$ cat src/rtl/gpr_regfile.sv
`default_nettype none
// ============================================================================
// Module   : gpr_regfile
// Brief    : 31x32 GPR file with one commit write port, two combinational
//            read ports and a handshaked debug port that defers to commit
//            writes and raises dbg_hold_o after DEFER_MAX deferred cycles.
//            Optional feature macro: REGFILE_BYPASS_EN (write-to-read forwarding).
// Revision : 1.0 - initial release
// ============================================================================
module gpr_regfile #(
    parameter int DEFER_MAX = 4
) (
    input  logic        clk,
    input  logic        rst,
    input  logic        we_i,
    input  logic [4:0]  waddr_i,
    input  logic [31:0] wdata_i,
    input  logic [4:0]  raddr1_i,
    output logic [31:0] rdata1_o,
    input  logic [4:0]  raddr2_i,
    output logic [31:0] rdata2_o,
    input  logic        dbg_req_i,
    input  logic        dbg_we_i,
    input  logic [4:0]  dbg_addr_i,
    input  logic [31:0] dbg_wdata_i,
    output logic        dbg_ack_o,
    output logic [31:0] dbg_rdata_o,
    output logic        dbg_hold_o
);

    typedef enum logic [1:0] {
        S_IDLE  = 2'd0,
        S_DEFER = 2'd1,
        S_ACK   = 2'd2
    } state_t;

    localparam logic [3:0] c_DEFER_MAX = 4'(DEFER_MAX);
    localparam logic [3:0] c_CNT_SAT   = 4'd15;

    logic [31:0] r_regs [1:31];
    state_t      r_state;
    state_t      w_state_nxt;
    logic [3:0]  r_cnt;
    logic [3:0]  w_cnt_nxt;
    logic [4:0]  r_dbg_addr;
    logic [31:0] r_dbg_wdata;
    logic [31:0] r_dbg_rdata;
    logic        r_hold;

    logic        w_commit_we;
    logic        w_dbg_we;
    logic [4:0]  w_dbg_waddr;
    logic [31:0] w_dbg_wdata;
    logic        w_latch;
    logic        w_capture;
    logic [31:0] w_cap_data;
    logic [31:0] w_rd1;
    logic [31:0] w_rd2;

    assign w_commit_we = we_i && (waddr_i != 5'd0);

    // Debug read sees the commit write landing in the same cycle.
    always_comb begin
        w_cap_data = (dbg_addr_i == 5'd0) ? 32'd0 : r_regs[dbg_addr_i];
        if (w_commit_we && (waddr_i == dbg_addr_i)) begin
            w_cap_data = wdata_i;
        end
    end

    always_comb begin
        w_state_nxt = r_state;
        w_cnt_nxt   = r_cnt;
        w_dbg_we    = 1'b0;
        w_dbg_waddr = r_dbg_addr;
        w_dbg_wdata = r_dbg_wdata;
        w_latch     = 1'b0;
        w_capture   = 1'b0;
        case (r_state)
            S_IDLE: begin
                if (dbg_req_i) begin
                    if (!dbg_we_i) begin
                        w_capture   = 1'b1;
                        w_state_nxt = S_ACK;
                    end else if (!we_i) begin
                        w_dbg_we    = 1'b1;
                        w_dbg_waddr = dbg_addr_i;
                        w_dbg_wdata = dbg_wdata_i;
                        w_state_nxt = S_ACK;
                    end else begin
                        w_latch     = 1'b1;
                        w_cnt_nxt   = 4'd0;
                        w_state_nxt = S_DEFER;
                    end
                end
            end
            S_DEFER: begin
                if (we_i) begin
                    if (r_cnt != c_CNT_SAT) begin
                        w_cnt_nxt = r_cnt + 4'd1;
                    end
                end else begin
                    w_dbg_we    = 1'b1;
                    w_cnt_nxt   = 4'd0;
                    w_state_nxt = S_ACK;
                end
            end
            S_ACK: begin
                w_state_nxt = S_IDLE;
            end
            default: begin
                w_state_nxt = S_IDLE;
            end
        endcase
    end

    always_ff @(posedge clk or posedge rst) begin
        if (rst) begin
            r_state     <= S_IDLE;
            r_cnt       <= 4'd0;
            r_dbg_addr  <= 5'd0;
            r_dbg_wdata <= 32'd0;
            r_dbg_rdata <= 32'd0;
            r_hold      <= 1'b0;
        end else begin
            r_state <= w_state_nxt;
            r_cnt   <= w_cnt_nxt;
            r_hold  <= (w_state_nxt == S_DEFER) && (w_cnt_nxt >= c_DEFER_MAX);
            if (w_latch) begin
                r_dbg_addr  <= dbg_addr_i;
                r_dbg_wdata <= dbg_wdata_i;
            end
            if (w_capture) begin
                r_dbg_rdata <= w_cap_data;
            end
        end
    end

    // Commit and debug writes are mutually exclusive: debug only writes when we_i=0.
    always_ff @(posedge clk or posedge rst) begin
        if (rst) begin
            for (int i = 1; i < 32; i++) begin
                r_regs[i] <= 32'd0;
            end
        end else if (w_commit_we) begin
            r_regs[waddr_i] <= wdata_i;
        end else if (w_dbg_we && (w_dbg_waddr != 5'd0)) begin
            r_regs[w_dbg_waddr] <= w_dbg_wdata;
        end
    end

    always_comb begin
        w_rd1 = (raddr1_i == 5'd0) ? 32'd0 : r_regs[raddr1_i];
        w_rd2 = (raddr2_i == 5'd0) ? 32'd0 : r_regs[raddr2_i];
`ifdef REGFILE_BYPASS_EN
        if (w_commit_we && (waddr_i == raddr1_i)) begin
            w_rd1 = wdata_i;
        end
        if (w_commit_we && (waddr_i == raddr2_i)) begin
            w_rd2 = wdata_i;
        end
`else
`endif
    end

    assign rdata1_o    = w_rd1;
    assign rdata2_o    = w_rd2;
    assign dbg_ack_o   = (r_state == S_ACK);
    assign dbg_rdata_o = r_dbg_rdata;
    assign dbg_hold_o  = r_hold;

endmodule
`default_nettype wire
$ cat config.mk
export PLATFORM = sky130hd
export DESIGN_NAME = gpr_regfile
export DESIGN_NICKNAME = d
export VERILOG_FILES = /design/src/rtl/gpr_regfile.sv
export SDC_FILE = /design/constraint.sdc
export NUM_CORES = 2
export LEC_CHECK = 0
export BUFFER_PORTS_ARGS = -buffer_cell sky130_fd_sc_hd__buf_2
export CAP_MARGIN = 20
export CORE_MARGIN = 2
export CORE_UTILIZATION = 40
export DETAILED_ROUTE_END_ITERATION = 10
export PLACE_DENSITY = 0.56
export SKIP_CTS_REPAIR_TIMING = 1
export SLEW_MARGIN = 10
export SYNTH_ARGS = -nofsm -noshare
export SYNTH_HDL_FRONTEND = slang
export SYNTH_SLANG_ARGS = --single-unit
$ cat constraint.sdc
create_clock -name clk -period 45.7 [get_ports clk]
set_clock_uncertainty 0.15 [all_clocks]
set_input_delay 6.855 -clock clk [delete_from_list [all_inputs] [get_ports clk]]
set_output_delay 6.855 -clock clk [all_outputs]
set_load 0.01 [all_outputs]
After elaboration in Yosys (flattened, before gate mapping)
Cells that the tools add are included.

Flip-flop bits (word level): 1068. Bits in latches: 0. Memory bits (writable): 0. Bits in read-only memories: 0. Logic and storage cells: 120. Memories kept: 0.

Add/sub/neg operators: 1. Multipliers: 0. Div/mod/pow operators: 0. $lt $le $gt $ge: 8. Equality and inequality tests: 5. Shift-type cells: 0. Mux-type cells: 51. Bitwise gates (word level): 5. Reduce and logical (&&, ||, !) cells: 13.

Operators by type and width (count): $bwmux W992 (2); $mux W992 (2); $mux W32 (16); $bmux W32 S5 (3); $demux W32 S5 (2); $ge A6 B6 Y1 const B (5); $not A5 Y6 (5); $mux W4 (5); $mux W5 (4); $logic_not A5 Y1 (3); $lt A6 B1 Y1 const B (2); $mux W1 (10); $reduce_bool A5 Y1 (2); $mux W2 (4); $pmux W4 S2 (1); $logic_and A1 B1 Y1 (6); $eq A5 B5 Y1 (1); $add A4 B1 Y4 const B (1); $eq A2 B1 Y1 const B (2); $ge A4 B3 Y1 const B (1); $ne A4 B4 Y1 const B (1); $pmux W2 S2 (1); $eq A2 B2 Y1 const B (1); $logic_not A2 Y1 (1); 2 further kinds (2).

Longest topological paths before layout
Depth in word-level cells: 12. Gate-level depth with buffers: 10.

Worst setup path before layout
OpenSTA, ideal clock, no wires.

Kind: in2out. From: input raddr1_i[0]. To: output rdata1_o[26]. Arrival time: 9250 ps. Slack: 29445 ps. Stages: 6. Path buffers: 3. Cells stage by stage: clkbuf_1 clkbuf_1 clkbuf_1 mux4_2 mux4_2 mux2_2.

Longest elaborated chain between the ends: 5. Elaborated cells on any way between the ends: 6. Those cells by class: mux (4); bitwise (1); reduce/logical (1).

Ends and longest elaborated chain: start: declaration (line 18) `input logic [4:0] raddr1_i,`; $not A5 Y6 (implied by the code) (line 152) `w_rd1 = (raddr1_i == 5'd0) ? 32'd0 : r_regs[raddr1_i];`; $bmux W32 S5 (line 152); $mux W32 (implied by the code) (2 in series) (line 152); $mux W32 * (line 152); end: declaration (line 19) `output logic [31:0] rdata1_o,`.

Mark *: on every way between the ends. The rest lies on a longest branch, timed or not. The select of a mux whose other input is x is not followed.

Final worst setup path
From: input raddr2_i[1]. To: output rdata2_o[30].

Longest elaborated chain between the ends: 5. Elaborated cells on any way between the ends: 6. Those cells by class: mux (4); bitwise (1); reduce/logical (1).

Ends and longest elaborated chain: start: declaration (line 20) `input logic [4:0] raddr2_i,`; $not A5 Y6 (implied by the code) (line 153) `w_rd2 = (raddr2_i == 5'd0) ? 32'd0 : r_regs[raddr2_i];`; $bmux W32 S5 (line 153); $mux W32 (implied by the code) (2 in series) (line 153); $mux W32 * (line 153); end: declaration (line 21) `output logic [31:0] rdata2_o,`.

Marked as above.

==> summary by stage <==
STA
Across all hold checks on the routed design, the worst slack comes to 0.3538 ns. The hold violation total from the final report is 0. The post-layout minimum cycle time is 18.13 ns. The final max-slew violation count was 0.

Setup total negative slack on the finished layout was measured at 0 ns. The achievable clock frequency is 0.05517 GHz. The final setup violation count is 0. Setup repair after global routing left no endpoint under its margin. The slew at the pin closest to its max-slew limit is 1.482 ns. Measured against its own limit, the worst slew margin works out to 0.01173. The ratio of final minimum period to clock period is 0.3966.

Route
The total number of vias is 66910. The via count normalized by instance count is 8.010. The post-detailed-routing wire length is 389500 µm. The post-route DRC violation count is 0. The number of routed nets with antenna violations is 0. The average wire per cell in the routed design is 46.63 µm. The iteration count of the initial detailed-routing pass is 9. The violation count after the first detailed-route iteration is 10900.

Flow run
The number of max-cap violations is 0.

Global route
The first global-routing pass estimated 531000 µm of wire. Global routing finished with a remaining overflow of 0. The pin count of the biggest net entering global routing is 163. The number of global-route vias before repair came to 64140. Across every metal layer, demand over resource in global routing totals 0.3958.

The number of antenna violations at the first check in global routing came to 47.

Worst setup path
The worst setup path is of the input port to output port kind. The nature of the critical path endpoint is an output port. The required time at the endpoint of the critical path is 38.69 ns. The critical path starts at raddr2_i[1]. The worst setup path is launched from an input port. The end point of the critical path is rdata2_o[30]. In this run the critical register-to-register path is launched from r_state[1].

The flop-to-flop setup slack is 40.34 ns. Counting cells, the worst reg-to-reg path comes to 8. The endpoint identified for the worst register-to-register timing path is r_regs[622]. Of all nets on the critical path, the largest fanout is 46. The data arrival time of the critical path is 11.12 ns.

Logic synthesis
The synthesis warning total is 0. After synthesis the cells add up to 76130 µm². The share of the Yosys chip area taken by registers is 0.3510. Counting every instance in the synthesized netlist gives 6001.

The fraction of registers with async set or reset after synthesis is 1.000. The leading register cell type out of synthesis is sky130_fd_sc_hd__dfrtp_1. The net count of the mapped netlist is 6091.

Counting distinct cell types in the post-synthesis netlist gives 75. Yosys mapped a number of flops with a built-in enable equal to 0. The register bit count reported by yosys is 1068.

The average instance area after synthesis is 12.69 µm².

Floorplanning
The die area is 193800 µm². The floorplan step set the die width to 440.3 µm. From bottom edge to top edge, the die measures 440.3 µm. The starting utilization of the core area is 0.4016.

Row generation in the floorplan step produced 160 rows. The I/O pin count is 187. After floorplanning, the core was sized to cover 189600 µm².

Clocking
The cell chosen for the clock root is sky130_fd_sc_hd__clkbuf_16. The number of buffers on the longest clock path is 3. CTS built an H-tree with a depth of 4. The number of buffers created by CTS is 134. The clock tree from TritonCTS is done. The insertion delay of the later-clocked pin in the worst-skew pair is 0.82 ns. Clock-pin slew was measured on the worst setup and hold paths at 0.06 ns. The number of sinks on the clock net is 1068.

Placed design
The routability-driven placement congestion ratio is 0.9169. Detailed placement finished with a half-perimeter wire length of 210100 µm. The count of port buffers added during placement is 186.

Final layout
The top cell types in the final layout, fill and taps aside, are sky130_fd_sc_hd__dfrtp_1 (1068), sky130_fd_sc_hd__mux2_2 (818), sky130_fd_sc_hd__a22o_1 (809). At the end of the flow, the number of nets in the layout was 5798. The library cell used most frequently in the layout, excluding fill and tap cells, is sky130_fd_sc_hd__dfrtp_1. The multi-input logic area is 46750 µm². The layout filler cell count is 17180. Registers take 26730 µm². The area growth from synthesis to layout is 10.64%.

In the final layout, the share of cells above drive strength 1 is 0.4118.

Power
In this run the power density over the cells is 37.48 nW/µm². In this run the static leakage power is 35.20 nW. VDD sags by at most 0.03469 mV.

Run status
The flow ran to the end, and the final reports show no timing, DRC or antenna violations.

Hold path
The path type of the worst min-delay path is flip-flop to flip-flop.
sequential cells by signal (all words and copies together), names as in the netlist, named ones only:
name / cells
r_regs: 992
r_cnt: 2
r_dbg_wdata: 32
r_dbg_addr: 5
dbg_rdata_o: 32
r_state: 2
dbg_hold_o: 1
synth_stat cells, types with 6 or more instances:
cell                           n  area share
sky130_fd_sc_hd__dfrtp_1    1068        0.35
sky130_fd_sc_hd__mux2_2      818        0.12
sky130_fd_sc_hd__a22o_1      809       0.093
sky130_fd_sc_hd__mux4_2      804        0.24
sky130_fd_sc_hd__clkbuf_1    597       0.029
sky130_fd_sc_hd__nor2_1      233       0.011
sky130_fd_sc_hd__o21a_1      195       0.019
sky130_fd_sc_hd__o32ai_1     190       0.022
sky130_fd_sc_hd__mux2_1      178       0.026
sky130_fd_sc_hd__buf_2       155       0.010
sky130_fd_sc_hd__nand2_1     145      0.0071
sky130_fd_sc_hd__buf_1        86      0.0042
sky130_fd_sc_hd__a21oi_1      63      0.0041
sky130_fd_sc_hd__nand3_1      63      0.0041
sky130_fd_sc_hd__o21ai_0      56      0.0037
sky130_fd_sc_hd__a22oi_1      49      0.0048
sky130_fd_sc_hd__mux2i_1      44      0.0058
sky130_fd_sc_hd__and2_1       43      0.0035
sky130_fd_sc_hd__o31ai_1      36      0.0035
sky130_fd_sc_hd__o2bb2ai_1    34      0.0039
sky130_fd_sc_hd__a32oi_1      33      0.0038
sky130_fd_sc_hd__a211oi_1     31      0.0031
sky130_fd_sc_hd__nor2b_1      23      0.0019
sky130_fd_sc_hd__a221oi_1     21      0.0024
sky130_fd_sc_hd__o211ai_1     21      0.0021
sky130_fd_sc_hd__o22ai_1      18      0.0015
sky130_fd_sc_hd__nor3_1       14     0.00092
sky130_fd_sc_hd__nand2b_1     12     0.00099
sky130_fd_sc_hd__o21bai_1     12      0.0012
sky130_fd_sc_hd__a2111oi_0    10      0.0012
sky130_fd_sc_hd__inv_1        10     0.00049
sky130_fd_sc_hd__nand4_1      10     0.00082
sky130_fd_sc_hd__or4_1         8     0.00079
sky130_fd_sc_hd__nand3b_1      7     0.00069
sky130_fd_sc_hd__a21oi_2       6     0.00069
sky130_fd_sc_hd__a31o_2        6     0.00069
sky130_fd_sc_hd__buf_4         6     0.00059
layout make-up:
| class | count | share of cell area |
|---|---|---|
| flip-flops and latches | 1068 | 0.3173 |
| diodes | 29 | 0.0008615 |
| repair buffers | 416 | 0.03488 |
| well taps | 2511 | 0.03730 |
| clock buffers | 199 | 0.04816 |
| clock inverters | 43 | 0.005957 |
| multi-input cells | 4078 | 0.5550 |
| inverters | 10 | 0.0005645 |
worst max-delay path, stage by stage:
cell	delay [ns]
sky130_fd_sc_hd__buf_8	0.29
sky130_fd_sc_hd__buf_4	0.48
sky130_fd_sc_hd__buf_4	0.56
sky130_fd_sc_hd__buf_4	0.69
sky130_fd_sc_hd__buf_4	0.50
sky130_fd_sc_hd__mux2_2	0.38
sky130_fd_sc_hd__nand2_1	0.07
sky130_fd_sc_hd__o21ai_0	0.08
sky130_fd_sc_hd__mux4_2	0.56
sky130_fd_sc_hd__mux2_2	0.34
sky130_fd_sc_hd__buf_2	0.16
logic make-up after synthesis:
logic type,count (synthesis),synth area share
simple gates,593,0.03601
mux,1844,0.3909
xor+xnor,5,0.0005752
flops,1068,0.3510
fa+ha+maj,1,0.0001643
compound gates,1635,0.1762
buf+inv,855,0.04510
power by group:
| group | total, mW | switching, mW | leakage, nW | internal (mW) |
|---|---|---|---|---|
| registers | 1.20 | 0.138 | 14.3 | 1.06 |
| logic | 0.818 | 0.497 | 18.6 | 0.321 |
| clock network | 1.14 | 0.470 | 2.26 | 0.665 |
| total | 3.16 | 1.10 | 35.2 | 2.05 |
per-stage QoR:
step | cells | util | setup slack [ns] | power [mW] | instance area (µm²)
6_report | 8354 | 0.4443 | 27.57 | 3.157 | 84230
5_1_grt | 8337 | 0.4441 | 27.59 | 3.219 | 84190
4_1_cts | 8318 | 0.4432 | 27.71 | 3.110 | 84030
3_5_place_dp | 8076 | 0.4192 | 27.71 | 1.991 | 79470
3_3_place_gp | 8070 | 0.4188 | 27.73 | 1.972 | 79390
2_1_floorplan | 6001 | - | 8.631 | 1.667 | 76130
worst min path at each step:
stage / startpoint / end / slack (ns) / depth (start not counted)
final: r_dbg_wdata[25] / r_dbg_wdata[25] / 0.35 / 1
after global routing: r_dbg_wdata[7] / r_dbg_wdata[7] / 0.36 / 1
after CTS: r_dbg_wdata[25] / r_dbg_wdata[25] / 0.35 / 1
after detailed placement: r_dbg_wdata[23] / r_dbg_wdata[23] / 0.34 / 1
after global placement: r_dbg_wdata[13] / r_dbg_wdata[13] / 0.33 / 1
after floorplan: r_dbg_wdata[0] / r_dbg_wdata[0] / 0.32 / 1
metal layers:
layer / share of wire / wire [µm] / GRT usage / vias up
li1: - / - / - / 23760
met1: 0.34 / 131700 / 0.4755 / 34860
met2: 0.41 / 161500 / 0.5480 / 6421
met3: 0.15 / 59360 / 0.1740 / 1827
met4: 0.094 / 36710 / 0.3170 / 42
met5: 0.00075 / 293 / 0.002730 / -
(Power assumes the default switching activity.)
